`config.mk`:
```
export PLATFORM = sky130hd
export DESIGN_NAME = mem_access
export DESIGN_NICKNAME = d
export VERILOG_FILES = /design/src/rtl/mem_access_pkg.sv /design/src/rtl/mem_access_load_ext.sv /design/src/rtl/mem_access.sv
export SDC_FILE = /design/constraint.sdc
export NUM_CORES = 1
export LEC_CHECK = 0
export BUFFER_PORTS_ARGS = -buffer_cell sky130_fd_sc_hd__buf_2
export CORE_MARGIN = 5
export CORE_UTILIZATION = 51
export CTS_BUF_LIST = sky130_fd_sc_hd__clkbuf_8
export DETAILED_ROUTE_END_ITERATION = 10
export MAX_ROUTING_LAYER = met4
export PLACE_DENSITY = 0.79
export SETUP_SLACK_MARGIN = 0.02
export SYNTH_ARGS = -nofsm -noshare
export SYNTH_HDL_FRONTEND = slang
export SYNTH_SLANG_ARGS = --single-unit
```
`constraint.sdc`:
```
create_clock -name clk -period 2.55 [get_ports clk]
set_clock_uncertainty 0.1 [all_clocks]
set_input_delay 0.1275 -clock clk [delete_from_list [all_inputs] [get_ports clk]]
set_output_delay 0.1275 -clock clk [all_outputs]
set_load 0.05 [all_outputs]
```
`src/rtl/mem_access_pkg.sv`:
```
// Shared definitions for the memory-access stage: op codes, FSM states and
// op-decoding helpers used by mem_access and load_ext.
package mem_access_pkg;

  localparam int ALU_OP_W = 4;

  localparam logic [ALU_OP_W-1:0] ME_NOP_OP = 4'd0;
  localparam logic [ALU_OP_W-1:0] ME_LB_OP  = 4'd1;
  localparam logic [ALU_OP_W-1:0] ME_LH_OP  = 4'd2;
  localparam logic [ALU_OP_W-1:0] ME_LW_OP  = 4'd3;
  localparam logic [ALU_OP_W-1:0] ME_LBU_OP = 4'd4;
  localparam logic [ALU_OP_W-1:0] ME_LHU_OP = 4'd5;
  localparam logic [ALU_OP_W-1:0] ME_SB_OP  = 4'd6;
  localparam logic [ALU_OP_W-1:0] ME_SH_OP  = 4'd7;
  localparam logic [ALU_OP_W-1:0] ME_SW_OP  = 4'd8;

  typedef enum logic [1:0] {
    ST_IDLE  = 2'd0,
    ST_ISSUE = 2'd1,
    ST_WAIT  = 2'd2,
    ST_DONE  = 2'd3
  } state_e;

  // Bytes moved by an op; 0 means "not a memory op".
  function automatic logic [2:0] op_nbytes(input logic [ALU_OP_W-1:0] op);
    case (op)
      ME_LB_OP, ME_LBU_OP, ME_SB_OP: op_nbytes = 3'd1;
      ME_LH_OP, ME_LHU_OP, ME_SH_OP: op_nbytes = 3'd2;
      ME_LW_OP, ME_SW_OP:            op_nbytes = 3'd4;
      default:                       op_nbytes = 3'd0;
    endcase
  endfunction

  function automatic logic op_is_load(input logic [ALU_OP_W-1:0] op);
    case (op)
      ME_LB_OP, ME_LH_OP, ME_LW_OP, ME_LBU_OP, ME_LHU_OP: op_is_load = 1'b1;
      default:                                            op_is_load = 1'b0;
    endcase
  endfunction

endpackage

```
`src/rtl/mem_access_load_ext.sv`:
```
// load_ext: size and sign/zero extension of the assembled little-endian load word.
module load_ext
  import mem_access_pkg::*;
(
  input  logic [ALU_OP_W-1:0] op_i,
  input  logic [31:0]         raw_i,
  output logic [31:0]         data_o
);

  always_comb begin
    data_o = raw_i;
    case (op_i)
      ME_LB_OP:  data_o = {{24{raw_i[7]}}, raw_i[7:0]};
      ME_LBU_OP: data_o = {24'd0, raw_i[7:0]};
      ME_LH_OP:  data_o = {{16{raw_i[15]}}, raw_i[15:0]};
      ME_LHU_OP: data_o = {16'd0, raw_i[15:0]};
      default:   data_o = raw_i;
    endcase
  end

endmodule

```
`src/rtl/mem_access.sv`:
```
// mem_access: byte-serial load/store stage on an 8-bit synchronous RAM port.
// Optional MEM_MISALIGN_CHK_EN rejects unaligned halfword/word accesses.
module mem_access
  import mem_access_pkg::*;
#(
  parameter int ADDR_W = 32
) (
  input  logic                clk,
  input  logic                rst,
  input  logic                req_i,
  input  logic [ALU_OP_W-1:0] aluop_i,
  input  logic [31:0]         mem_addr_i,
  input  logic [31:0]         sdata_i,
  input  logic [4:0]          wd_i,
  input  logic                wreg_i,
  input  logic [31:0]         wdata_i,
  output logic [4:0]          wd_o,
  output logic                wreg_o,
  output logic [31:0]         wdata_o,
  output logic                done_o,
  output logic                stall_req_o,
  output logic                misalign_o,
  output logic [ADDR_W-1:0]   ram_a_o,
  output logic [7:0]          ram_dout_o,
  output logic                ram_wr_o,
  input  logic [7:0]          ram_din_i
);

  state_e              state_q, state_d;
  logic [ALU_OP_W-1:0] op_q, op_d;
  logic [ADDR_W-1:0]   addr_q, addr_d;
  logic [31:0]         sdata_q, sdata_d;
  logic [4:0]          wd_q, wd_d;
  logic                wreg_q, wreg_d;
  logic [31:0]         wdata_q, wdata_d;
  logic [1:0]          idx_q, idx_d;
  logic [1:0]          last_q, last_d;
  logic [31:0]         lane_q, lane_d;
  logic                mis_q, mis_d;
  logic                done_q, done_d;
  logic [4:0]          wd_o_q, wd_o_d;
  logic                wreg_o_q, wreg_o_d;
  logic [31:0]         wdata_o_q, wdata_o_d;
  logic                misalign_q, misalign_d;

  logic                in_mem_s;
  logic [2:0]          in_nbytes_s;
  logic                in_mis_s;
  logic                is_load_s;
  logic [1:0]          cap_idx_s;
  logic [31:0]         ext_s;

  load_ext u_load_ext (
    .op_i  (op_q),
    .raw_i (lane_q),
    .data_o(ext_s)
  );

  assign in_nbytes_s = op_nbytes(aluop_i);
  assign in_mem_s    = (in_nbytes_s != 3'd0);
  assign is_load_s   = op_is_load(op_q);

`ifdef MEM_MISALIGN_CHK_EN
  assign in_mis_s = ((in_nbytes_s == 3'd2) && mem_addr_i[0]) ||
                    ((in_nbytes_s == 3'd4) && (mem_addr_i[1:0] != 2'd0));
`else
  assign in_mis_s = 1'b0;
`endif

  // RAM port and stall are decoded from the registered FSM state.
  assign ram_wr_o    = (state_q == ST_ISSUE) && !is_load_s;
  assign ram_a_o     = (state_q == ST_ISSUE) ? (addr_q + {{(ADDR_W-2){1'b0}}, idx_q})
                                             : {ADDR_W{1'b0}};
  assign ram_dout_o  = ram_wr_o ? sdata_q[{idx_q, 3'b000} +: 8] : 8'd0;
  assign stall_req_o = ((state_q == ST_IDLE) && req_i && in_mem_s) ||
                       (state_q == ST_ISSUE) || (state_q == ST_WAIT);

  assign done_o     = done_q;
  assign wd_o       = wd_o_q;
  assign wreg_o     = wreg_o_q;
  assign wdata_o    = wdata_o_q;
  assign misalign_o = misalign_q;

  // Next-state, byte-lane capture and output staging.
  always_comb begin
    state_d    = state_q;
    op_d       = op_q;
    addr_d     = addr_q;
    sdata_d    = sdata_q;
    wd_d       = wd_q;
    wreg_d     = wreg_q;
    wdata_d    = wdata_q;
    idx_d      = idx_q;
    last_d     = last_q;
    lane_d     = lane_q;
    mis_d      = mis_q;
    done_d     = 1'b0;
    wd_o_d     = wd_o_q;
    wreg_o_d   = wreg_o_q;
    wdata_o_d  = wdata_o_q;
    misalign_d = misalign_q;
    cap_idx_s  = (state_q == ST_WAIT) ? last_q : (idx_q - 2'd1);

    case (state_q)
      ST_IDLE: begin
        if (req_i) begin
          op_d    = in_mem_s ? aluop_i : ME_NOP_OP;
          addr_d  = mem_addr_i[ADDR_W-1:0];
          sdata_d = sdata_i;
          wd_d    = wd_i;
          wreg_d  = wreg_i;
          wdata_d = wdata_i;
          idx_d   = 2'd0;
          last_d  = 2'(in_nbytes_s - 3'd1);
          lane_d  = 32'd0;
          mis_d   = in_mis_s;
          state_d = (in_mem_s && !in_mis_s) ? ST_ISSUE : ST_DONE;
        end else begin
          state_d = ST_IDLE;
        end
      end
      ST_ISSUE: begin
        // Read data lags the address by one cycle, so capture the previous lane.
        if (is_load_s && (idx_q != 2'd0)) begin
          lane_d[{cap_idx_s, 3'b000} +: 8] = ram_din_i;
        end else begin
          lane_d = lane_q;
        end
        idx_d = idx_q + 2'd1;
        if (idx_q == last_q) begin
          state_d = is_load_s ? ST_WAIT : ST_DONE;
        end else begin
          state_d = ST_ISSUE;
        end
      end
      ST_WAIT: begin
        lane_d[{cap_idx_s, 3'b000} +: 8] = ram_din_i;
        state_d = ST_DONE;
      end
      ST_DONE: begin
        done_d     = 1'b1;
        wd_o_d     = wd_q;
        misalign_d = mis_q;
        if (op_q == ME_NOP_OP) begin
          wreg_o_d  = wreg_q;
          wdata_o_d = wdata_q;
        end else if (is_load_s && !mis_q) begin
          wreg_o_d  = wreg_q && (wd_q != 5'd0);
          wdata_o_d = ext_s;
        end else begin
          wreg_o_d  = 1'b0;
          wdata_o_d = 32'd0;
        end
        state_d = ST_IDLE;
      end
      default: begin
        state_d = ST_IDLE;
      end
    endcase
  end

  // State and output registers.
  always_ff @(posedge clk or negedge rst) begin
    if (!rst) begin
      state_q    <= ST_IDLE;
      op_q       <= ME_NOP_OP;
      addr_q     <= {ADDR_W{1'b0}};
      sdata_q    <= 32'd0;
      wd_q       <= 5'd0;
      wreg_q     <= 1'b0;
      wdata_q    <= 32'd0;
      idx_q      <= 2'd0;
      last_q     <= 2'd0;
      lane_q     <= 32'd0;
      mis_q      <= 1'b0;
      done_q     <= 1'b0;
      wd_o_q     <= 5'd0;
      wreg_o_q   <= 1'b0;
      wdata_o_q  <= 32'd0;
      misalign_q <= 1'b0;
    end else begin
      state_q    <= state_d;
      op_q       <= op_d;
      addr_q     <= addr_d;
      sdata_q    <= sdata_d;
      wd_q       <= wd_d;
      wreg_q     <= wreg_d;
      wdata_q    <= wdata_d;
      idx_q      <= idx_d;
      last_q     <= last_d;
      lane_q     <= lane_d;
      mis_q      <= mis_d;
      done_q     <= done_d;
      wd_o_q     <= wd_o_d;
      wreg_o_q   <= wreg_o_d;
      wdata_o_q  <= wdata_o_d;
      misalign_q <= misalign_d;
    end
  end

endmodule

```
---- Word level (Yosys, flattened, before mapping) ----
Memories as Yosys holds them, arrays and structs flattened.
Index checks and enable logic that the tools add are counted.
operators by class
  add/subtract/negate cells ............... 5
  multipliers ............................. 0
  divide/modulo/power cells ............... 0
  $lt $le $gt $ge ......................... 0
  equality and inequality tests ........... 11
  shift operators ......................... 3
  mux-type cells .......................... 22
  bitwise gates (word level) .............. 0
  reduce and logical (&&, ||, !) cells .... 19
operators with widths
  cell                                                                     number
  32-bit two-way mux                                                       5
  32-bit one-hot mux with 4 select lines                                   1
  32-bit one-hot mux with 3 select lines                                   1
  32-bit by 2-bit adder with 32-bit output                                 1
  32-bit bitwise mux                                                       1
  8-bit by 7-bit variable shift with 32-bit output (first input constant)  1
  32-bit by 6-bit variable part select with 8-bit output                   1
  8-bit by 7-bit variable part select with 32-bit output                   1
  2-bit two-way mux                                                        5
  4-bit by 2-bit equality test with 1-bit output (second input constant)   2
  4-bit by 3-bit equality test with 1-bit output (second input constant)   2
  8-bit two-way mux                                                        1
  2-bit one-hot mux with 4 select lines                                    1
  5-bit negator with 7-bit output                                          1
  3-bit nonzero test                                                       2
  1-bit logical AND                                                        5
  1-bit two-way mux                                                        5
  5-bit nonzero test                                                       1
  5-bit OR reduction                                                       1
  2-bit equality test (second input constant)                              2
  4-bit by 1-bit equality test with 1-bit output (second input constant)   1
  4-bit zero test                                                          1
  4-bit two-way mux                                                        1
  2-bit one-hot mux with 2 select lines                                    1
  12 further kinds                                                         16
storage, ports and cells
  register bits after elaboration ......... 183
  latch bits .............................. 0
  RAM bits ................................ 0
  ROM bits ................................ 48
  input bits .............................. 117
  memories ................................ 1
memory list
  memory            depth  bits a word  rd ports  clocked after memory_dff  wr ports  RTL line              text
  (name not given)  16     3            1         0                         0         mem_access_pkg.sv:26  case (op)

---- Longest topological paths before layout ----
Gate-level depths: netlist (run 1).
  depth after elaboration ................. 7
  gate-level depth with buffers ........... 11
  mapped depth without buffers ............ 9

---- By module ----
Synthesis (run 1) repeated with hierarchy kept, for this count alone.
second synthesis, totals
  cell total of the unflattened synthesis .. 807
  area total of the unflattened synthesis .. 8,982.4 um2
modules (own cells, without submodules)
  module      instances  cells each  area an instance (um2)
  mem_access  1          762         8,648.3
  load_ext    1          45          334.1

---- Least setup slack after synthesis (run 1) ----
OpenSTA, ideal clock, no wires.
  kind .................................... register -> register
  start ................................... register idx_q[1]
  end ..................................... register lane_q[16]
  setup time .............................. 0.074 ns
  data arrival time ....................... 2.451 ns
  data required time ...................... 2.376 ns
  path slack .............................. -0.075 ns
  cell stages (with the launch flop) ...... 12
  buffers on the path ..................... 2
  clock period less this slack ............ 2.625 ns
  path through ............................ dfrtp_1 -> clkbuf_1 -> inv_1 -> ha_1 -> mux2i_1 -> inv_1 -> ha_1 -> nor3b_1 -> and3_1 -> buf_1 -> nand2_1 -> o21ai_2
on the way
  cells in the longest elaborated chain, start to end .. 7
  elaborated cells on any way between the ends .. 12
RTL lines
  what                                                                                                                               RTL line                              text
  from (decl)                                                                                                                        mem_access.sv:36                      logic [1:0] idx_q, idx_d;
  from (signal assigned)                                                                                                             mem_access.sv:189                     idx_q <= idx_d;
  2-bit by 1-bit subtractor with 2-bit output                                                                                        mem_access.sv:102                     cap_idx_s = (state_q == ST_WAIT) ? last_q : (idx_q - 2'd1);
  2-bit two-way mux                                                                                                                  mem_access.sv:102
  5-bit negator with 7-bit output                                                                                                    mem_access.sv:125, mem_access.sv:137
  8-bit by 7-bit variable part select with 32-bit output / 8-bit by 7-bit variable shift with 32-bit output (equally long branches)  mem_access.sv:125, mem_access.sv:137
  32-bit bitwise mux                                                                                                                 mem_access.sv:125, mem_access.sv:137
  32-bit two-way mux                                                                                                                 mem_access.sv:124                     if (is_load_s && (idx_q != 2'd0)) begin
  32-bit one-hot mux with 3 select lines                                                                                             mem_access.sv:104                     case (state_q)
  to (signal assigned)                                                                                                               mem_access.sv:191                     lane_q <= lane_d;
  to (decl)                                                                                                                          mem_access.sv:38                      logic [31:0] lane_q, lane_d;
Several ways; a longest one is shown, not always the timed one. The select of a mux whose other input is x is not followed.
A chain may end at the register's enable or synchronous reset.

---- Worst setup path after layout (run 1) ----
  start ................................... register idx_q[0]
  end ..................................... output port ram_a_o[12]
on the way
  cells in the longest elaborated chain, start to end .. 2
RTL lines
  what                                      RTL line          text
  32-bit by 2-bit adder with 32-bit output  mem_access.sv:72  assign ram_a_o = (state_q == ST_ISSUE) ? (addr_q + {{(ADDR_W-2){1'b0}}, idx_q})
  32-bit two-way mux                        mem_access.sv:72
  to (decl)                                 mem_access.sv:23  output logic [ADDR_W-1:0] ram_a_o,
Every way passes these cells.

==> implementation parameters, run 1 <==
Parameter                              Value

Global routing
  First-pass GRT wire length ... 38700 µm
  Antenna violations before repair ... 1
  Overflow left after global routing ... 0
  Via count of the first global-routing pass ... 7616
  GR Layer Usage met1 ... 30.2%
  Busiest layer in global routing ... met2
  Met3 track demand over resource ... 4.92%
  Global routing usage on met2 ... 41.6%
  Largest net degree at the start of global routing ... 63
  Overall track demand over capacity in global routing ... 24.9%

Critical path
  Category of the worst setup path launch point ... flip-flop
  CP Capture Type ... output port
  Critical path required time ... 2.32 ns
  Setup Crit Path Kind ... reg -> out
  End of the worst register-to-register path ... lane_q[19]
  Biggest fanout along the worst timing path ... 6
  Crit path arrival time ... 2.55 ns
  Worst setup path start ... idx_q[0]
  Reg2Reg Depth ... 10
  Worst reg2reg path startpoint ... idx_q[0]
  Register-to-register setup slack ... 0.18 ns

Final layout
  Sequential cell area ... 4580 µm²
  Fillers ... 1168
  Net count, final ... 1219
  Post-synthesis to final-layout area growth ... 38.2%
  Share of final-layout standard cells stronger than drive strength 1 ... 39.2%
  Footprint of the multi-input gates ... 4110 µm²

Yosys
  Share of the yosys chip area belonging to registers ... 51.9%
  Most used standard cell by instance count after synthesis ... dfrtp_1
  Area share of the largest cell type after synthesis ... 51.9%
  Post-synthesis instance area ... 8820 µm²
  Most frequently used flop master after synthesis ... dfrtp_1
  Commonest cells in the synthesized netlist ... dfrtp_1, mux2_2, nand2_1
  Top post-synthesis cells by area ... dfrtp_1, mux2_2, nand2_1
  Async set-or-reset flop fraction in the synthesized netlist ... 100%
  Syn_nets ... 894
  Count of different cell masters after synthesis ... 56
  Post-synth EDFFs ... 0
  #FFs+latches synth ... 183
  Yosys warning count ... 0
  Most area-hungry cell type in the Yosys netlist ... dfrtp_1
  Cell count after synthesis ... 764
  Syn_area_per_cell ... 11.5 µm²

Place
  Worst slack at placement ... 0.0428 ns
  Post-DP HPWL ... 14500 µm
  Number of I/O port buffers ... 197
  Final RePlAce weighted congestion ... 0.821

Route
  Vias per std cell ... 5.46
  Number of vias in the routed layout ... 7256
  Number of search-and-repair iterations in the first detailed-routing pass ... 5
  Post-Route WL ... 24400 µm
  Drt initial violations ... 490
  Residual antenna-violating net count after detailed routing ... 0
  Mean routed wirelength per cell ... 18.4 µm
  DRC errors left ... 0

Worst hold path
  Class of the worst hold path ... in -> async

Floorplanning
  Num ports ... 199
  Number of standard-cell rows in the floorplan ... 48
  Initial cell density of the core ... 51.5%
  Full die area ... 20000 µm²
  Height of the die ... 141 µm
  Area of the core region ... 17100 µm²
  Overall die width ... 141 µm

Outcome
  Status ... finished, violations left
  Violated checks ... setup timing

Clock tree
  Maximum buffer depth of the clock tree ... 2
  TritonCTS clock tree ... built
  H-tree depth ... 4
  Clock Sinks ... 183
  Num CTS Buffers ... 17
  Clock network latency to the later pin of the worst-skew pair ... 0.46 ns
  Root Buffer ... clkbuf_8
  CTS clock-pin slew for the worst setup and hold paths ... 0.10 ns

Timing
  Unrepaired setup endpoints after global routing ... true
  Number of endpoints with negative hold slack in the final report ... 0
  Worst Tran Pin Value ... 0.618 ns
  Total setup violations reported at the end of the flow ... 12
  Setup TNS ... -1.44 ns
  Timing-limited maximum frequency ... 360 MHz
  Setup ws final ... -0.232 ns
  Number of pins with negative max-slew slack in the final report ... 0
  Tmin final ... 2.78 ns
  Final critical-path share of the clock period ... 109%
  Slew HR ... 58.8%
  Worst hold margin ... 0.107 ns

Power and ir drop
  Worst voltage drop across the vdd grid ... 0.000886 V
  Static leakage power ... 0.00545 µW
  Power per standard cell area ... 1400 nW/µm²

Run
  Max-cap violations ... 0
==> per-stage QoR <==
stage / instances / cell area (µm²) / util, % / power, µW
after floorplan: 764 / 8820 / - / 11700
after global placement: 1164 / 10100 / 58.9 / 13600
after detailed placement: 1164 / 10100 / 58.9 / 13800
after CTS: 1320 / 12000 / 69.9 / 16700
after global routing: 1327 / 12200 / 71.2 / 18000
final: 1328 / 12200 / 71.2 / 17100
==> final cells by class <==
type                       count  share of cell area [%]
clock buffer                  17                    1.92
multi-input combinational    517                    33.7
antenna                        2                  0.0411
inverter                      22                   0.678
sequential                   183                    37.6
clock inverter                14                    2.01
timing repair buffer         348                    21.7
tap                          225                    2.31
==> critical path, stage by stage (launching register included) <==
cell	delay (ns)
dfrtp_1	0.41
ha_4	0.17
fa_2	0.22
nand4_1	0.11
buf_6	0.16
buf_4	0.13
nor2_4	0.20
nand4_1	0.15
xor2_1	0.19
nor2b_1	0.18
buf_6	0.19
==> layer usage <==
metal / part of all wire [%] / wire length (µm) / vias up
met4: 3.0 / 728 / 0
met5: 0 / 0 / -
li1: - / - / 3335
met3: 5.0 / 1220 / 65
met1: 40 / 9810 / 3607
met2: 52 / 12700 / 249
==> report_power, final <==
part,switching [µW],leakage [µW],total [µW],internal (µW)
logic,5720,0.00298,9310,3590
registers,1120,0.00222,5400,4280
clock network,1080,0.000243,2350,1280
total,7920,0.00545,17100,9150
==> how the worst max path moves through the flow <==
stage | endpoint | cells after the start
floorplan | lane_q[16] | 11
global placement | ram_a_o[18] | 8
detailed placement | lane_q[19] | 9
CTS | ram_a_o[18] | 9
global route | ram_a_o[12] | 10
finish | ram_a_o[12] | 10
==> cells by family (layout without fill, tap and decap cells) <==
kind of cell             after synthesis  after routing  synth area share [%]
AND/OR/NAND/NOR                      218            219                  12.8
flip-flops                           183            183                  51.9
AO/OA/AOI/OAI                        127            127                  9.76
multiplexers                         125            125                  16.9
buffers and inverters                 65            401                  3.46
XOR/XNOR                              32             32                  3.18
adder cells (fa/ha/maj)               13             13                  1.93
other                                  1              3                0.0425
==> placed cells by master, fill, tap and decap left out, types with 6 or more instances in the layout <==
master and n:
buf_4 29, a31oi_1 17, nor2b_1 14, a22oi_1 9, clkbuf_8 17, xor2_1 6
and2_1 29, buf_2 168, a22o_1 8, a21oi_1 11, inv_1 22, ha_1 10
mux2_2 107, mux4_2 8, dlygate4sd3_1 116, nand2_1 63, o21ai_2 16, a221oi_1 7
nand3_1 13, o21ai_0 44, nor2_1 46, nand4_1 8, buf_6 30, xnor2_1 25
dfrtp_1 179, mux2i_1 8, bufinv_16 6
==> flip-flops by register name (all words and copies together), names as in the netlist <==
signal	cells
addr_q	32
wreg_o	1
last_q	2
sdata_q	32
wdata_q	32
idx_q	2
state_q	2
lane_q	32
wd_o	5
op_q	4
done_o	1
wd_q	5
wreg_q	1
wdata_o	32
==> repair_timing <==
item | in CTS | in global routing
endpoints found under the setup margin | 37 | 61
hold endpoints to repair | 201 | 0
pin swaps | 10 | 16
hold buffers | 116 | 0
setup buffers | 9 | 5
gates resized for setup | 47 | 51
cloned | 0 | 1
Power figures use the tool's default switching activity.
==> inputs of run 2 (changes only) <==
--- a/config.mk
+++ b/config.mk
@@ -9,9 +9,10 @@
 export CORE_MARGIN = 5
 export CORE_UTILIZATION = 51
 export CTS_BUF_LIST = sky130_fd_sc_hd__clkbuf_8
+export CTS_CLUSTER_DIAMETER = 30
 export DETAILED_ROUTE_END_ITERATION = 10
 export MAX_ROUTING_LAYER = met4
-export PLACE_DENSITY = 0.79
+export PLACE_DENSITY = 0.81
 export SETUP_SLACK_MARGIN = 0.02
 export SYNTH_ARGS = -nofsm -noshare
 export SYNTH_HDL_FRONTEND = slang
==> run 2 against run 1 <==
The flow still finishes with violations (setup timing). Sequential share of layout area hardly changed. Worst setup slack improved by 0.11 ns. Largest power group unchanged. Sequential power is essentially flat. Maximum frequency increased by 4.2%. Routed wire length increased by 0.19%. Power hardly changed. First-iteration DRC count is 4.5% higher. Final area grew 0.26%. Via count did not move.
==> implementation parameters, run 2 (synthesis results as in run 1) <==
Parameter                              Value

Outcome
  Status ... finished, violations left
  Violated checks ... setup timing

Final layout
  Antenna diode instance count ... 0
  Post-synthesis to final-layout area growth ... 38.6%
  Net count, final ... 1222
  Leading cell types in the layout, fill and taps excluded ... dfrtp_1, buf_2, dlygate4sd3_1, mux2_2, nand2_1
  Leading cell type in the layout, fill and taps excluded ... dfrtp_1
  Final Non-Filler Cells ... 1330
  Share of final-layout standard cells stronger than drive strength 1 ... 40.4%
  Final core area utilization ... 71.4%

Global routing
  Overflow left after global routing ... 0
  Overall track demand over capacity in global routing ... 25.7%
  Via count of the first global-routing pass ... 7883
  Antenna violations before repair ... 0
  Largest net degree at the start of global routing ... 61
  First-pass GRT wire length ... 39900 µm

Power and ir drop
  Worst voltage drop across the vdd grid ... 0.000881 V
  Static leakage power ... 0.00545 µW
  Power per standard cell area ... 1400 nW/µm²

Route
  Number of vias in the routed layout ... 7256
  Vias per std cell ... 5.46
  Residual antenna-violating net count after detailed routing ... 0
  Number of search-and-repair iterations in the first detailed-routing pass ... 5
  Post-Route WL ... 24500 µm
  Mean routed wirelength per cell ... 18.4 µm
  DRC errors left ... 0
  Drt initial violations ... 512

Clock tree
  H-tree depth ... 4
  Clock Sinks ... 183
  CTS clock-pin slew for the worst setup and hold paths ... 0.11 ns
  Num CTS Buffers ... 17
  Clock network latency to the later pin of the worst-skew pair ... 0.47 ns
  TritonCTS clock tree ... built
  Maximum buffer depth of the clock tree ... 2
  Root Buffer ... clkbuf_8

Timing
  Slew HR ... 57.7%
  Unrepaired setup endpoints after global routing ... true
  Worst hold margin ... 0.0579 ns
  Tmin final ... 2.67 ns
  Number of endpoints with negative hold slack in the final report ... 0
  Worst Tran Pin Value ... 0.634 ns
  Total setup violations reported at the end of the flow ... 14
  Number of pins with negative max-slew slack in the final report ... 0
  Setup ws final ... -0.119 ns
  Timing-limited maximum frequency ... 375 MHz
  Final critical-path share of the clock period ... 105%

Floorplanning
  Height of the die ... 141 µm
  Full die area ... 20000 µm²
  Num ports ... 199
  Initial cell density of the core ... 51.5%
  Area of the core region ... 17100 µm²
  Overall die width ... 141 µm
  Number of standard-cell rows in the floorplan ... 48

Place
  Final RePlAce weighted congestion ... 0.826
  Number of I/O port buffers ... 197
  Number of instances in the placed design ... 1171
  Worst slack at placement ... 0.0223 ns
  Post-DP HPWL ... 15100 µm

Critical path
  Critical path required time ... 2.32 ns
  Standard cell with the maximum stage delay on the critical path ... dfrtp_1
  Worst-path cell chain ... ha_4, fa_2, nand4_1, buf_6, buf_12, nor2_4, nand4_1, xor2_1, nor2b_1, buf_6
  Biggest fanout along the worst timing path ... 6
  Setup Crit Path Kind ... reg -> out
  Maximum cell stage delay along the critical path ... 0.41 ns
  Crit path arrival time ... 2.44 ns
  Category of the worst setup path launch point ... flip-flop
  Worst reg2reg path startpoint ... idx_q[0]
  Worst setup path start ... idx_q[0]
  CP Capture Type ... output port

Worst hold path
  Class of the worst hold path ... in -> async

Run
  Max-cap violations ... 0
run 2: cell count changes in the layout (fill, tap and decap cells not counted), sizes merged:
cell and change:
buf +4, clkinvlp +1, diode -2, and4bb -1, bufinv -3, inv +3
run 2: where the power goes:
group          internal (µW)  switching [µW]
Sequential              4290            1130
Combinational           3710            5760
Clock                   1010            1150
run 2: path summary, 6_finish.rpt:
| path | to | slack [ns] | cells after the start |
|---|---|---|---|
| worst min register to register | wdata_o[14] | 0.40 | 2 |
| worst max-delay path | ram_a_o[12] | -0.12 | 10 |
| worst max register to register | lane_q[28] | 0.16 | 10 |
| max in group asynchronous | addr_q[15] | 1.52 | 3 |
| min in group clk | last_q[1] | 0.12 | 5 |
| worst min-delay path | addr_q[25] | 0.06 | 2 |
run 2: through the flow:
stage,area [µm²],power (µW),setup TNS [ns]
finish,12200,17100,-0.979
CTS,12000,16700,-0.174
floorplan,8820,11700,0
detailed placement,10200,14100,0
global route,12200,18000,-3.74
global placement,10200,13800,0
run 2: what timing repair did:
action,CTS,global route
gates resized for setup,46,57
cloned,0,0
hold endpoints to repair,318,0
hold buffers,116,0
setup endpoints to repair,36,60
pin swaps,4,10
buffers inserted,8,3
run 2: layer usage:
| layer | wire length (µm) | track usage [%] | vias up |
|---|---|---|---|
| met1 | 9880 | 31.3 | 3620 |
| met4 | 669 | 10.1 | 0 |
| met5 | 0 | - | - |
| met3 | 1170 | 4.35 | 51 |
| met2 | 12800 | 43.2 | 238 |
| li1 | - | - | 3347 |
run 2: final cells by class:
cell class | count | area, µm²
clock buffer | 17 | 234
clock inverter | 15 | 206
fill | 1127 | 4900
inverter | 22 | 82.6
multi-input combinational | 516 | 4090
sequential | 183 | 4590
tap | 225 | 282
timing repair buffer | 352 | 2730
run 2: critical path: cells and delay by family, from the launching register on:
kind          cells  cell delay, ns
simple gates      4            0.58
flops             1            0.41
fa+ha+maj         2            0.36
buf+inv           3            0.46
xor+xnor          1            0.16
==> inputs of run 3 (changes only) <==
--- a/config.mk
+++ b/config.mk
@@ -5,6 +5,7 @@
 export SDC_FILE = /design/constraint.sdc
 export NUM_CORES = 1
 export LEC_CHECK = 0
+export ABC_AREA = 1
 export BUFFER_PORTS_ARGS = -buffer_cell sky130_fd_sc_hd__buf_2
 export CORE_MARGIN = 5
 export CORE_UTILIZATION = 51
@@ -12,7 +13,7 @@
 export CTS_CLUSTER_DIAMETER = 30
 export DETAILED_ROUTE_END_ITERATION = 10
 export MAX_ROUTING_LAYER = met4
-export PLACE_DENSITY = 0.81
+export PLACE_DENSITY = 0.8
 export SETUP_SLACK_MARGIN = 0.02
 export SYNTH_ARGS = -nofsm -noshare
 export SYNTH_HDL_FRONTEND = slang
==> run 3 against run 2 <==
The run still ends with setup timing left. Global-route usage increased by 2.1 points. Power decreased by 9.2%. Worst setup slack improved by 0.11 ns. Critical path depth increased by 1. Die area increased by 6.7%. Worst hold slack got worse by 0.051 ns. Register-to-register slack improved by 0.06 ns. Utilization decreased by 2.5 points. Synthesized cell count increased by 69%. Sequential power decreased by 4.8%. Final cell count increased by 38%. Final area increased by 2.0%.
==> implementation parameters, run 3 <==
Parameter                              Value

Run
  Max-cap violations ... 0

Clock tree
  TritonCTS clock tree ... built
  H-tree depth ... 4
  Clock network latency to the later pin of the worst-skew pair ... 0.46 ns
  Clock Sinks ... 183
  Num CTS Buffers ... 17
  Maximum buffer depth of the clock tree ... 2
  Root Buffer ... clkbuf_8
  CTS clock-pin slew for the worst setup and hold paths ... 0.11 ns

Final layout
  Final core area utilization ... 68.9%
  Leading cell type in the layout, fill and taps excluded ... nand2_1
  Leading cell types in the layout, fill and taps excluded ... nand2_1, dfrtp_1, buf_2, nor2_1, dlygate4sd3_1
  Post-synthesis to final-layout area growth ... 31.9%
  Fillers ... 1389
  Net count, final ... 1726
  Design area ... 12500 µm²
  Share of final-layout standard cells stronger than drive strength 1 ... 20.1%

Route
  Drt initial violations ... 643
  Vias per std cell ... 5.18
  Post-Route WL ... 29000 µm
  Number of search-and-repair iterations in the first detailed-routing pass ... 6
  DRC errors left ... 0
  Number of vias in the routed layout ... 9529
  Residual antenna-violating net count after detailed routing ... 0
  Mean routed wirelength per cell ... 15.7 µm

Floorplanning
  Overall die width ... 146 µm
  Initial cell density of the core ... 52.2%
  Num ports ... 199
  Height of the die ... 146 µm
  Number of standard-cell rows in the floorplan ... 49
  Full die area ... 21300 µm²
  Area of the core region ... 18100 µm²

Timing
  Slew HR ... 54.9%
  Number of endpoints with negative hold slack in the final report ... 0
  Setup ws final ... -0.00837 ns
  Tmin final ... 2.56 ns
  Setup TNS ... -0.00837 ns
  Timing-limited maximum frequency ... 391 MHz
  Final critical-path share of the clock period ... 100%
  Unrepaired setup endpoints after global routing ... true
  Number of pins with negative max-slew slack in the final report ... 0
  Total setup violations reported at the end of the flow ... 1
  Worst Tran Pin Value ... 0.675 ns

Yosys
  Most used standard cell by instance count after synthesis ... nand2_1
  Count of different cell masters after synthesis ... 40
  Async set-or-reset flop fraction in the synthesized netlist ... 100%
  #FFs+latches synth ... 183
  Most area-hungry cell type in the Yosys netlist ... dfrtp_1
  Yosys warning count ... 0
  Syn_nets ... 1423
  Post-synth EDFFs ... 0
  Top post-synthesis cells by area ... dfrtp_1, nand2_1, nor2_1
  Post-synthesis instance area ... 9450 µm²
  Cell count after synthesis ... 1293
  Area share of the largest cell type after synthesis ... 48.5%
  Syn_area_per_cell ... 7.31 µm²
  Share of the yosys chip area belonging to registers ... 48.5%
  Commonest cells in the synthesized netlist ... nand2_1, dfrtp_1, nor2_1
  Most frequently used flop master after synthesis ... dfrtp_1

Power and ir drop
  Worst voltage drop across the vdd grid ... 0.000875 V
  Power per standard cell area ... 1240 nW/µm²
  Static leakage power ... 0.00647 µW
  Overall power of the completed layout ... 15500 µW

Global routing
  First-pass GRT wire length ... 47400 µm
  Largest net degree at the start of global routing ... 89
  Overflow left after global routing ... 0
  Antenna violations before repair ... 2
  Overall track demand over capacity in global routing ... 27.9%
  Via count of the first global-routing pass ... 9410

Critical path
  Critical path required time ... 2.32 ns
  Setup Crit Path Kind ... reg -> out
  Register-to-register setup slack ... 0.22 ns
  Reg2Reg Depth ... 11
  Category of the worst setup path launch point ... flip-flop
  Worst reg2reg path startpoint ... state_q[0]
  CP Capture Type ... output port
  Crit path arrival time ... 2.33 ns
  Biggest fanout along the worst timing path ... 4
  End of the worst register-to-register path ... lane_q[3]

Worst hold path
  Class of the worst hold path ... in -> async

Place
  Worst slack at placement ... 0.242 ns
  Final RePlAce weighted congestion ... 0.914
  Number of I/O port buffers ... 197
  Area after detailed placement ... 10600 µm²
  Post-DP HPWL ... 18400 µm

Outcome
  Violated checks ... setup timing
  Status ... finished, violations left
==> run 3: area by class of cell <==
cell class / count / area [µm²] / area share [%]
Sequential cell: 183 / 4580 / 36.8
Multi-Input combinational cell: 973 / 4390 / 35.2
Timing Repair Buffer: 337 / 2470 / 19.8
Inverter: 84 / 324 / 2.60
Tap cell: 229 / 287 / 2.30
Clock buffer: 19 / 262 / 2.10
Clock inverter: 13 / 146 / 1.17
Antenna cell: 2 / 5.00 / 0.0402
==> run 3: worst max path at each step <==
stage / cells past startpoint / start / to / slack, ns
floorplan: 5 / addr_q[0] / ram_a_o[2] / 0.13
global placement: 10 / idx_q[1] / lane_q[12] / 0.31
detailed placement: 11 / state_q[0] / lane_q[3] / 0.24
CTS: 11 / addr_q[0] / ram_a_o[26] / -0.01
global route: 12 / addr_q[0] / ram_a_o[26] / -0.13
finish: 11 / addr_q[0] / ram_a_o[26] / -0.008
==> run 3: kinds of logic after synthesis <==
logic type               share of synthesized area, %
other                                          0.0397
adder cells (fa/ha/maj)                          1.80
AO/OA/AOI/OAI                                    7.28
AND/OR/NAND/NOR                                  35.5
flip-flops                                       48.5
buffers and inverters                            6.41
XOR/XNOR                                        0.463
==> run 3: what timing repair did <==
action	CTS	global route
resized for setup	27	41
setup buffers	2	2
hold buffers	120	0
setup endpoints to repair	21	26
pin swaps	2	5
hold endpoints to repair	308	0
==> run 3: where the power goes <==
group | internal, µW | total [µW] | switching [µW]
clock | 934 | 2040 | 1110
combinational | 2250 | 8280 | 6030
sequential | 4180 | 5160 | 975
==> run 3: critical path, stage by stage (launching register included) <==
cell	delay (ns)
dfrtp_1	0.43
ha_4	0.18
fa_2	0.37
nand2_4	0.10
nor2_4	0.05
nand3b_1	0.16
buf_6	0.14
inv_4	0.03
nand3_2	0.05
nand2_1	0.06
nor2_1	0.12
buf_6	0.18
==> run 3: stage by stage <==
stage / instances / hold slack (ns)
floorplan: 1293 / -0.268
global placement: 1682 / -0.0478
detailed placement: 1682 / -0.0480
CTS: 1836 / 0.0000637
global route: 1840 / 0.0329
finish: 1840 / 0.00678
==> run 3: per-layer routing <==
layer  GRT usage, %  part of all wire, %
met1           36.8                   43
met2           43.8                   48
met3           5.14                  6.1
met4           9.31                  2.9
met5              -                    0
